`src/rtl/fp_pkg.sv`:
```
// Shared constants and tag encodings for the floating-point add/subtract unit.
package fp_pkg;

  // Default format: binary16
  localparam int unsigned EXP_W_DEF = 5;
  localparam int unsigned MAN_W_DEF = 10;
  localparam int unsigned BIAS      = (1 << (EXP_W_DEF - 1)) - 1;
  localparam int unsigned EXP_MAX   = (1 << EXP_W_DEF) - 1;

  // Canonical quiet NaN for the default format
  localparam logic [EXP_W_DEF+MAN_W_DEF:0] QNAN_DEF =
    {1'b0, {EXP_W_DEF{1'b1}}, 1'b1, {(MAN_W_DEF-1){1'b0}}};

  // Bit positions inside the {invalid, overflow, inexact} flag word
  localparam int unsigned FLAG_W        = 3;
  localparam int unsigned FLAG_INEXACT  = 0;
  localparam int unsigned FLAG_OVERFLOW = 1;
  localparam int unsigned FLAG_INVALID  = 2;

  // Special-value class carried down the pipeline alongside the datapath
  typedef enum logic [1:0] {
    TAG_NORM = 2'd0,
    TAG_ZERO = 2'd1,
    TAG_INF  = 2'd2,
    TAG_QNAN = 2'd3
  } fp_tag_e;

endpackage

```
`src/rtl/fp_lzc.sv`:
```
// Leading-zero counter; an all-zero input yields W.
module fp_lzc #(
  parameter int unsigned W = 14
) (
  input  logic [W-1:0]             d,
  output logic [$clog2(W+1)-1:0]   cnt
);

  localparam int unsigned CW = $clog2(W + 1);

  // Scan upward so the highest set bit decides the count
  always_comb begin
    cnt = CW'(W);
    for (int i = 0; i < int'(W); i++) begin
      if (d[i]) cnt = CW'(int'(W) - 1 - i);
    end
  end

endmodule

```
`src/rtl/fp_addsub_pipe.sv`:
```
// Three-stage pipelined floating-point adder/subtractor with RNE rounding,
// flush-to-zero, special-value handling and a valid/ready handshake.
module fp_addsub_pipe
  import fp_pkg::*;
#(
  parameter int unsigned EXP_W = EXP_W_DEF,
  parameter int unsigned MAN_W = MAN_W_DEF
) (
  input  logic                   clk,
  input  logic                   rst,
  input  logic                   in_valid,
  output logic                   in_ready,
  input  logic [EXP_W+MAN_W:0]   a,
  input  logic [EXP_W+MAN_W:0]   b,
  input  logic                   op,
  output logic                   out_valid,
  input  logic                   out_ready,
  output logic [EXP_W+MAN_W:0]   o,
  output logic [FLAG_W-1:0]      flags
);

  localparam int unsigned W      = 1 + EXP_W + MAN_W;
  localparam int unsigned SW     = MAN_W + 4;        // hidden + frac + G,R,S
  localparam int unsigned LZW    = $clog2(SW + 1);
  localparam int unsigned EW     = EXP_W + 2;        // signed working exponent
  localparam int unsigned SH_MAX = SW - 1;
  localparam logic [EXP_W-1:0] EXP_ONES = '1;
  localparam logic [W-1:0]     QNAN = {1'b0, EXP_ONES, 1'b1, {(MAN_W-1){1'b0}}};

  logic stall;
  assign stall    = out_valid & ~out_ready;
  assign in_ready = ~stall;

  // ---------------- S1: unpack / classify / align ----------------
  logic             sa, sb;
  logic [EXP_W-1:0] ea, eb;
  logic [MAN_W-1:0] fa, fb;
  assign sa = a[W-1];
  assign ea = a[W-2:MAN_W];
  assign fa = a[MAN_W-1:0];
  assign sb = b[W-1] ^ op;
  assign eb = b[W-2:MAN_W];
  assign fb = b[MAN_W-1:0];

  logic             swap, big_s;
  logic [EXP_W-1:0] big_e, small_e, diff;
  logic [MAN_W-1:0] fa_z, fb_z, big_f, small_f;
  logic [SW-1:0]    big_sig, small_sig, small_sh, lost_mask;

  // Flush subnormals, order by magnitude and align the smaller significand
  always_comb begin
    fa_z      = (ea == '0) ? '0 : fa;
    fb_z      = (eb == '0) ? '0 : fb;
    swap      = {eb, fb_z} > {ea, fa_z};
    big_s     = swap ? sb : sa;
    big_e     = swap ? eb : ea;
    big_f     = swap ? fb_z : fa_z;
    small_e   = swap ? ea : eb;
    small_f   = swap ? fa_z : fb_z;
    big_sig   = {big_e != '0, big_f, 3'b000};
    small_sig = {small_e != '0, small_f, 3'b000};
    diff      = big_e - small_e;
    lost_mask = '0;
    small_sh  = '0;
    if (diff >= EXP_W'(SH_MAX)) begin
      small_sh = {{(SW-1){1'b0}}, |small_sig};
    end else begin
      lost_mask   = ~({SW{1'b1}} << diff);
      small_sh    = small_sig >> diff;
      small_sh[0] = small_sh[0] | (|(small_sig & lost_mask));
    end
  end

  logic    a_nan, b_nan, a_inf, b_inf, a_snan, b_snan, inf_inf;
  fp_tag_e tag1;
  logic    inv1, sign1;

  // Classify special operands; the resulting tag overrides the datapath later
  always_comb begin
    a_nan   = (ea == EXP_ONES) && (fa != '0);
    b_nan   = (eb == EXP_ONES) && (fb != '0);
    a_inf   = (ea == EXP_ONES) && (fa == '0);
    b_inf   = (eb == EXP_ONES) && (fb == '0);
    a_snan  = a_nan && !fa[MAN_W-1];
    b_snan  = b_nan && !fb[MAN_W-1];
    inf_inf = a_inf && b_inf && (sa != sb);
    tag1    = TAG_NORM;
    inv1    = 1'b0;
    sign1   = big_s;
    if (a_nan || b_nan || inf_inf) begin
      tag1 = TAG_QNAN;
      inv1 = a_snan | b_snan | inf_inf;
    end else if (a_inf || b_inf) begin
      tag1  = TAG_INF;
      sign1 = a_inf ? sa : sb;
    end else if ((ea == '0) && (eb == '0)) begin
      tag1  = TAG_ZERO;
      sign1 = sa & sb;
    end
  end

  logic             s1_valid, s1_inv, s1_sign, s1_sub;
  fp_tag_e          s1_tag;
  logic [EXP_W-1:0] s1_exp;
  logic [SW-1:0]    s1_big, s1_small;

  // S1 pipeline register
  always_ff @(posedge clk or posedge rst) begin
    if (rst) begin
      s1_valid <= 1'b0;
      s1_tag   <= TAG_NORM;
      s1_inv   <= 1'b0;
      s1_sign  <= 1'b0;
      s1_sub   <= 1'b0;
      s1_exp   <= '0;
      s1_big   <= '0;
      s1_small <= '0;
    end else if (!stall) begin
      s1_valid <= in_valid;
      s1_tag   <= tag1;
      s1_inv   <= inv1;
      s1_sign  <= sign1;
      s1_sub   <= sa ^ sb;
      s1_exp   <= big_e;
      s1_big   <= big_sig;
      s1_small <= small_sh;
    end
  end

  // ---------------- S2: add / normalise ----------------
  logic [SW:0]    sum;
  logic [LZW-1:0] lz;
  logic [SW-1:0]  mant2;
  logic [EW-1:0]  exp_ext, exp2;
  fp_tag_e        tag2;
  logic           sign2;

  fp_lzc #(.W(SW)) u_lzc (
    .d   (sum[SW-1:0]),
    .cnt (lz)
  );

  // Magnitude add/subtract, then renormalise; a zero hidden bit means exact zero
  always_comb begin
    sum     = s1_sub ? ({1'b0, s1_big} - {1'b0, s1_small})
                     : ({1'b0, s1_big} + {1'b0, s1_small});
    exp_ext = {2'b00, s1_exp};
    if (sum[SW]) begin
      mant2 = {sum[SW:2], sum[1] | sum[0]};
      exp2  = exp_ext + EW'(1);
    end else begin
      mant2 = sum[SW-1:0] << lz;
      exp2  = exp_ext - EW'(lz);
    end
    tag2  = s1_tag;
    sign2 = s1_sign;
    if ((s1_tag == TAG_NORM) && !mant2[SW-1]) begin
      tag2  = TAG_ZERO;
      sign2 = 1'b0;
    end
  end

  logic          s2_valid, s2_inv, s2_sign;
  fp_tag_e       s2_tag;
  logic [EW-1:0] s2_exp;
  logic [SW-2:0] s2_mant;

  // S2 pipeline register; the hidden bit is implied from here on
  always_ff @(posedge clk or posedge rst) begin
    if (rst) begin
      s2_valid <= 1'b0;
      s2_tag   <= TAG_NORM;
      s2_inv   <= 1'b0;
      s2_sign  <= 1'b0;
      s2_exp   <= '0;
      s2_mant  <= '0;
    end else if (!stall) begin
      s2_valid <= s1_valid;
      s2_tag   <= tag2;
      s2_inv   <= s1_inv;
      s2_sign  <= sign2;
      s2_exp   <= exp2;
      s2_mant  <= mant2[SW-2:0];
    end
  end

  // ---------------- S3: round / pack ----------------
  logic             g_bit, r_bit, s_bit, lsb, rnd;
  logic [MAN_W:0]   frac_r;
  logic [EW-1:0]    exp3;
  logic [W-1:0]     res;
  logic [FLAG_W-1:0] res_f;

  // Round to nearest even, range-check the exponent, then apply special overrides
  always_comb begin
    g_bit  = s2_mant[2];
    r_bit  = s2_mant[1];
    s_bit  = s2_mant[0];
    lsb    = s2_mant[3];
    rnd    = g_bit & (r_bit | s_bit | lsb);
    frac_r = {1'b0, s2_mant[SW-2:3]} + (MAN_W+1)'(rnd);
    exp3   = s2_exp + EW'(frac_r[MAN_W]);
    res    = {s2_sign, exp3[EXP_W-1:0], frac_r[MAN_W-1:0]};
    res_f  = '0;
    res_f[FLAG_INEXACT] = g_bit | r_bit | s_bit;
    if (exp3[EW-1] || (exp3 == '0)) begin
      res = {s2_sign, {(W-1){1'b0}}};
      res_f[FLAG_INEXACT] = 1'b1;
    end else if (exp3 >= EW'(EXP_ONES)) begin
      res = {s2_sign, EXP_ONES, {MAN_W{1'b0}}};
      res_f[FLAG_OVERFLOW] = 1'b1;
      res_f[FLAG_INEXACT]  = 1'b1;
    end
    case (s2_tag)
      TAG_QNAN: begin
        res   = QNAN;
        res_f = '0;
        res_f[FLAG_INVALID] = s2_inv;
      end
      TAG_INF: begin
        res   = {s2_sign, EXP_ONES, {MAN_W{1'b0}}};
        res_f = '0;
      end
      TAG_ZERO: begin
        res   = {s2_sign, {(W-1){1'b0}}};
        res_f = '0;
      end
      default: ;
    endcase
  end

  // Output register; holds while the consumer stalls
  always_ff @(posedge clk or posedge rst) begin
    if (rst) begin
      out_valid <= 1'b0;
      o         <= '0;
      flags     <= '0;
    end else if (!stall) begin
      out_valid <= s2_valid;
      if (s2_valid) begin
        o     <= res;
        flags <= res_f;
      end
    end
  end

endmodule
```
`config.mk`:
```
export PLATFORM = sky130hd
export DESIGN_NAME = fp_addsub_pipe
export DESIGN_NICKNAME = d
export VERILOG_FILES = /design/src/rtl/fp_pkg.sv /design/src/rtl/fp_lzc.sv /design/src/rtl/fp_addsub_pipe.sv
export SDC_FILE = /design/constraint.sdc
export NUM_CORES = 1
export LEC_CHECK = 0
export CAP_MARGIN = 15
export CORE_AREA = 2 2 140 142
export DETAILED_ROUTE_END_ITERATION = 7
export DIE_AREA = 0 0 142 144
export SYNTH_ARGS = -nofsm -noshare
export SYNTH_HDL_FRONTEND = slang
export SYNTH_HIERARCHICAL = 1
export SYNTH_SLANG_ARGS = --single-unit
export TNS_END_PERCENT = 50
```
`constraint.sdc`:
```
create_clock -name clk -period 4.3 [get_ports clk]
set_input_delay 0.86 -clock clk [delete_from_list [all_inputs] [get_ports clk]]
set_output_delay 0.86 -clock clk [all_outputs]
set_load 0.01 [all_outputs]
```
==> report_table.html <==
<table>
<tr><th>Metric</th><th>Value</th></tr>
<tr><th colspan="2">Detailed routing</th></tr>
<tr><td>Length of routed wiring on met1</td><td>10300 um</td></tr>
<tr><td>Number of remaining DRC errors</td><td>0</td></tr>
<tr><td>Total length of routed wires</td><td>24100 um</td></tr>
<tr><td>Vias per cell</td><td>5.57</td></tr>
<tr><td>Met2 wire length</td><td>12000 um</td></tr>
<tr><td>Vias</td><td>7974</td></tr>
<tr><td>Antenna-violating nets left</td><td>0</td></tr>
<tr><td>Met3 routed wirelength</td><td>963 um</td></tr>
<tr><td>WL per Instance</td><td>16.8 um</td></tr>
<tr><td>Max Used Layer</td><td>met4</td></tr>
<tr><td>Starting DRT DRC Count</td><td>595</td></tr>
<tr><td>DR pass1 iterations</td><td>5</td></tr>
<tr><th colspan="2">Placement</th></tr>
<tr><td># port buffers</td><td>57</td></tr>
<tr><td>GP Congestion</td><td>0.898</td></tr>
<tr><td>Worst slack at placement</td><td>-762 ps</td></tr>
<tr><td>HPWL after detailed placement</td><td>18000 um</td></tr>
<tr><th colspan="2">Critical path</th></tr>
<tr><td>Worst-path cell chain</td><td>inv_2, ha_4, nand2b_4, a21oi_4, o21bai_4, a211oi_2, o211a_1, o31a_1, or3_4, and2_4, inv_4, inv_2, a21oi_2, o31ai_2, a21oi_2, inv_4, mux4_2, mux2_4, a221o_1, o31a_1</td></tr>
<tr><td>Critical setup path kind</td><td>register to register</td></tr>
<tr><td>Cell type group with the largest total delay on the critical path</td><td>compound AO/OA/AOI/OAI gates</td></tr>
<tr><td>Worst path arrival time</td><td>4600 ps</td></tr>
<tr><td>Critical Path Source Type</td><td>register</td></tr>
<tr><td>Largest stage delay on the critical path</td><td>460 ps</td></tr>
<tr><td>Worst path buffer plus inverter count</td><td>4</td></tr>
<tr><td>Endpoint required time on the critical path</td><td>4540 ps</td></tr>
<tr><td>CP Max Fanout</td><td>4</td></tr>
<tr><td>Sort of element at the end of the critical path</td><td>register</td></tr>
<tr><td>Cell with the largest stage delay on the worst path</td><td>sky130_fd_sc_hd__mux4_2</td></tr>
<tr><th colspan="2">Synth</th></tr>
<tr><td>Net count after synthesis</td><td>1038</td></tr>
<tr><td>Count of mapped cells out of synthesis</td><td>950</td></tr>
<tr><td>Yosys warning count</td><td>6</td></tr>
<tr><td>Post-synth ARST share</td><td>1.00</td></tr>
<tr><td>Cell area after synthesis</td><td>7430 um^2</td></tr>
<tr><td>Flip-flop cell with the highest count after synthesis</td><td>sky130_fd_sc_hd__dfrtp_1</td></tr>
<tr><td>Number of flops mapped to enable cells by yosys</td><td>0</td></tr>
<tr><td>Yosys reg bits</td><td>81</td></tr>
<tr><td>Mean area per synthesized cell</td><td>7.82 um^2</td></tr>
<tr><td>Synth cell types</td><td>81</td></tr>
<tr><td>Post-synthesis sequential area ratio</td><td>0.273</td></tr>
<tr><th colspan="2">Pwr</th></tr>
<tr><td>Switching Power</td><td>3210 uW</td></tr>
<tr><td>VDD IR max</td><td>0.358 mV</td></tr>
<tr><td>Tot Pwr</td><td>7170 uW</td></tr>
<tr><td>Internal Dissipation</td><td>3950 uW</td></tr>
<tr><td>Switching portion of total power</td><td>0.448</td></tr>
<tr><td>Combinational share of power</td><td>0.714</td></tr>
<tr><td>Pleak</td><td>0.00482 uW</td></tr>
<tr><td>Portion of total power attributed to the clock network</td><td>0.103</td></tr>
<tr><td>Portion of total power attributed to sequential cells</td><td>0.183</td></tr>
<tr><td>Power Density</td><td>654 nW/um^2</td></tr>
<tr><th colspan="2">Clocking</th></tr>
<tr><td>Clock tree root driver cell</td><td>sky130_fd_sc_hd__clkbuf_16</td></tr>
<tr><td>Buffers from clock root to sink, at most</td><td>2</td></tr>
<tr><td>Clock sink count</td><td>81</td></tr>
<tr><td>Clock latency of the later-clocked register in the worst-skew pair</td><td>350 ps</td></tr>
<tr><td>Number of buffers created by CTS</td><td>9</td></tr>
<tr><td>TritonCTS clock tree</td><td>done</td></tr>
<tr><td>Clk slew on worst S/H paths</td><td>70 ps</td></tr>
<tr><td>CTS H-Tree Depth</td><td>3</td></tr>
<tr><th colspan="2">STA</th></tr>
<tr><td>Clk_skew</td><td>7.74 ps</td></tr>
<tr><td>Transition at the pin with the smallest max-transition slack</td><td>744 ps</td></tr>
<tr><td>Setup repair after global routing missed its margin</td><td>true</td></tr>
<tr><td>Slew Viols, Final</td><td>0</td></tr>
<tr><td>Max-Slew Margin vs Limit</td><td>0.499</td></tr>
<tr><td>Count of final setup violators</td><td>2</td></tr>
<tr><td>Final hold violation count</td><td>0</td></tr>
<tr><td>Ratio of final minimum period to clock period</td><td>1.01</td></tr>
<tr><td>Minimum clock period after layout</td><td>4360 ps</td></tr>
<tr><td>Post-route setup slack</td><td>-60.4 ps</td></tr>
<tr><td>Highest clock frequency the design can meet</td><td>229 MHz</td></tr>
<tr><th colspan="2">Final layout</th></tr>
<tr><td>Combined area of the multi-input logic cells</td><td>5820 um^2</td></tr>
<tr><td>Fill cells</td><td>1700</td></tr>
<tr><td>Layout Area Growth over Synthesis</td><td>47.5%</td></tr>
<tr><td>Fraction of final layout cells with drive strength greater than 1</td><td>0.343</td></tr>
<tr><td>Ant. Diodes</td><td>0</td></tr>
<tr><td>Top library cells by usage in the layout, fill and taps aside</td><td>sky130_fd_sc_hd__buf_4 (200), sky130_fd_sc_hd__nand2_1 (107), sky130_fd_sc_hd__nor2_1 (103)</td></tr>
<tr><td>Net count of the finished layout</td><td>1277</td></tr>
<tr><td>Sequential cell area</td><td>2030 um^2</td></tr>
<tr><td>Leading cell type in the layout, fill and taps excluded</td><td>sky130_fd_sc_hd__buf_4</td></tr>
<tr><th colspan="2">Die</th></tr>
<tr><td>Core area</td><td>19100 um^2</td></tr>
<tr><td>Height of the die</td><td>144 um</td></tr>
<tr><td>Starting density of the core</td><td>0.389</td></tr>
<tr><td>Number of placement rows</td><td>51</td></tr>
<tr><td>Width of the die</td><td>142 um</td></tr>
<tr><td>Die Area</td><td>20400 um^2</td></tr>
<tr><td>Top-level I/O count</td><td>58</td></tr>
<tr><th colspan="2">Status</th></tr>
<tr><td>Run status</td><td>finished, violations left</td></tr>
<tr><td>Violated checks</td><td>negative setup slack</td></tr>
<tr><th colspan="2">Global routing</th></tr>
<tr><td>Global-route congestion overflow total</td><td>0</td></tr>
<tr><td>Global-route total usage across every layer</td><td>0.234</td></tr>
<tr><td>Maximum number of pins on one net before global-route repair</td><td>69</td></tr>
<tr><td>Via count of the first global-routing pass</td><td>7712</td></tr>
<tr><td>Initial antenna violation count</td><td>0</td></tr>
<tr><td>First-pass GRT wire length</td><td>38400 um</td></tr>
<tr><th colspan="2">Worst hold path</th></tr>
<tr><td>Type of the worst min-delay path</td><td>register to register</td></tr>
<tr><th colspan="2">Job</th></tr>
<tr><td>Max-capacitance violation count</td><td>0</td></tr>
</table>
==> cell families after synthesis <==
family | Yosys count | synth area share
xor+xnor | 26 | 0.0307
compound gates | 277 | 0.247
flops | 81 | 0.273
buf+inv | 108 | 0.0564
mux | 43 | 0.0748
simple gates | 364 | 0.230
fa+ha+maj | 51 | 0.0879
==> power by group through the flow <==
stage / registers [uW] / clock network (uW) / logic [uW]
detailed placement: 1310 / 0 / 4280
global route: 1350 / 792 / 5590
finish: 1310 / 741 / 5120
floorplan: 1280 / 0 / 2690
global placement: 1310 / 0 / 4260
CTS: 1300 / 752 / 4450
==> worst min-delay path: cells and delay by family, from the launching register on <==
family          cells  cell delay (ps)
flops               1              340
compound gates      1               50
simple gates        1               50
==> per-layer routing <==
metal / up-vias / track usage
met3: 54 / 0.0281
met1: 3775 / 0.287
met4: 0 / 0.0911
li1: 3919 / -
met2: 226 / 0.419
met5: - / 0
==> synthesized netlist by cell type (3+ instances only) <==
library cell,instances,area share
sky130_fd_sc_hd__o21ai_0,71,0.048
sky130_fd_sc_hd__nor2b_1,8,0.0067
sky130_fd_sc_hd__xnor2_1,17,0.020
sky130_fd_sc_hd__o21a_1,6,0.0061
sky130_fd_sc_hd__nor2_1,109,0.055
sky130_fd_sc_hd__and3_1,15,0.013
sky130_fd_sc_hd__mux2i_1,24,0.032
sky130_fd_sc_hd__dfrtp_1,81,0.27
sky130_fd_sc_hd__nand2_1,120,0.061
sky130_fd_sc_hd__a211o_1,6,0.0071
sky130_fd_sc_hd__a31oi_1,13,0.011
sky130_fd_sc_hd__ha_1,49,0.083
sky130_fd_sc_hd__o21ba_2,3,0.0040
sky130_fd_sc_hd__nand2b_1,8,0.0067
sky130_fd_sc_hd__or4_1,4,0.0040
sky130_fd_sc_hd__a211oi_1,11,0.011
sky130_fd_sc_hd__inv_1,58,0.029
sky130_fd_sc_hd__mux4_2,9,0.027
sky130_fd_sc_hd__o31ai_1,17,0.017
sky130_fd_sc_hd__and2_1,6,0.0051
sky130_fd_sc_hd__nand4_1,6,0.0051
sky130_fd_sc_hd__or2_2,9,0.0076
sky130_fd_sc_hd__nor4_1,7,0.0059
sky130_fd_sc_hd__o32ai_1,3,0.0035
sky130_fd_sc_hd__o21ai_1,5,0.0034
sky130_fd_sc_hd__o211a_1,4,0.0054
sky130_fd_sc_hd__nor3_1,20,0.013
sky130_fd_sc_hd__nand3_1,28,0.019
sky130_fd_sc_hd__nand3b_1,4,0.0040
sky130_fd_sc_hd__o211ai_1,5,0.0051
sky130_fd_sc_hd__clkbuf_1,44,0.022
sky130_fd_sc_hd__a21oi_1,68,0.046
sky130_fd_sc_hd__o31a_1,6,0.0071
sky130_fd_sc_hd__mux2_2,10,0.015
sky130_fd_sc_hd__o21bai_1,3,0.0030
sky130_fd_sc_hd__or3_1,6,0.0051
sky130_fd_sc_hd__a22o_1,6,0.0071
sky130_fd_sc_hd__o22ai_1,8,0.0067
sky130_fd_sc_hd__a21o_1,4,0.0040
sky130_fd_sc_hd__a32o_1,3,0.0040
sky130_fd_sc_hd__xor2_1,9,0.011
sky130_fd_sc_hd__a2111oi_0,4,0.0047
==> through the flow <==
stage / instance area, um^2 / std cells / hold WS (ps) / util / TNS, ps
global placement: 9670 / 1383 / 454 / 0.507 / -9920
detailed placement: 9670 / 1383 / 461 / 0.507 / -11900
finish: 11000 / 1432 / 472 / 0.574 / -96.6
floorplan: 7610 / 950 / 439 / - / -13.4
CTS: 10300 / 1418 / 477 / 0.540 / -898
global route: 11000 / 1432 / 500 / 0.574 / -869
==> registers in the layout (all words and copies together), names as in the netlist <==
signal and count:
o 16, flags 3, s1_inv 1, s1_valid 1
s2_exp 7, s2_inv 1, s2_sign 1, s1_sub 1
s1_small 14, s1_sign 1, out_valid 1, s2_mant 13
s2_tag 2, s1_tag 2, s1_exp 5, s1_big 11
s2_valid 1
==> final cells by class <==
type                       count  area share
clock buffer                   9      0.0206
tap                          238      0.0272
multi-input combinational    762       0.532
timing repair buffer         275       0.208
clock inverter                 7     0.00480
sequential                    81       0.185
inverter                      60      0.0219
==> path summary, 6_finish.rpt <==
kind / startpoint / end / slack (ps) / depth (start not counted)
setup / recovery: s1_small[4] / s2_sign / -60 / 20
hold / removal: o[5] / o[5] / 470 / 2
setup reg to reg: s1_small[4] / s2_sign / -60 / 20
hold reg to reg: o[5] / o[5] / 470 / 2
max in group asynchronous: rst / s2_mant[5] / 2820 / 3
min in group asynchronous: rst / s1_big[5] / 810 / 2
==> timing repair <==
action                     4_1_cts  5_1_grt
setup endpoints to repair       27       44
pin swaps                       33       60
resized for setup               59      129
hold buffers                     0        0
gates cloned                     1        0
buffers inserted                19       19
(Power assumes the default switching activity.)
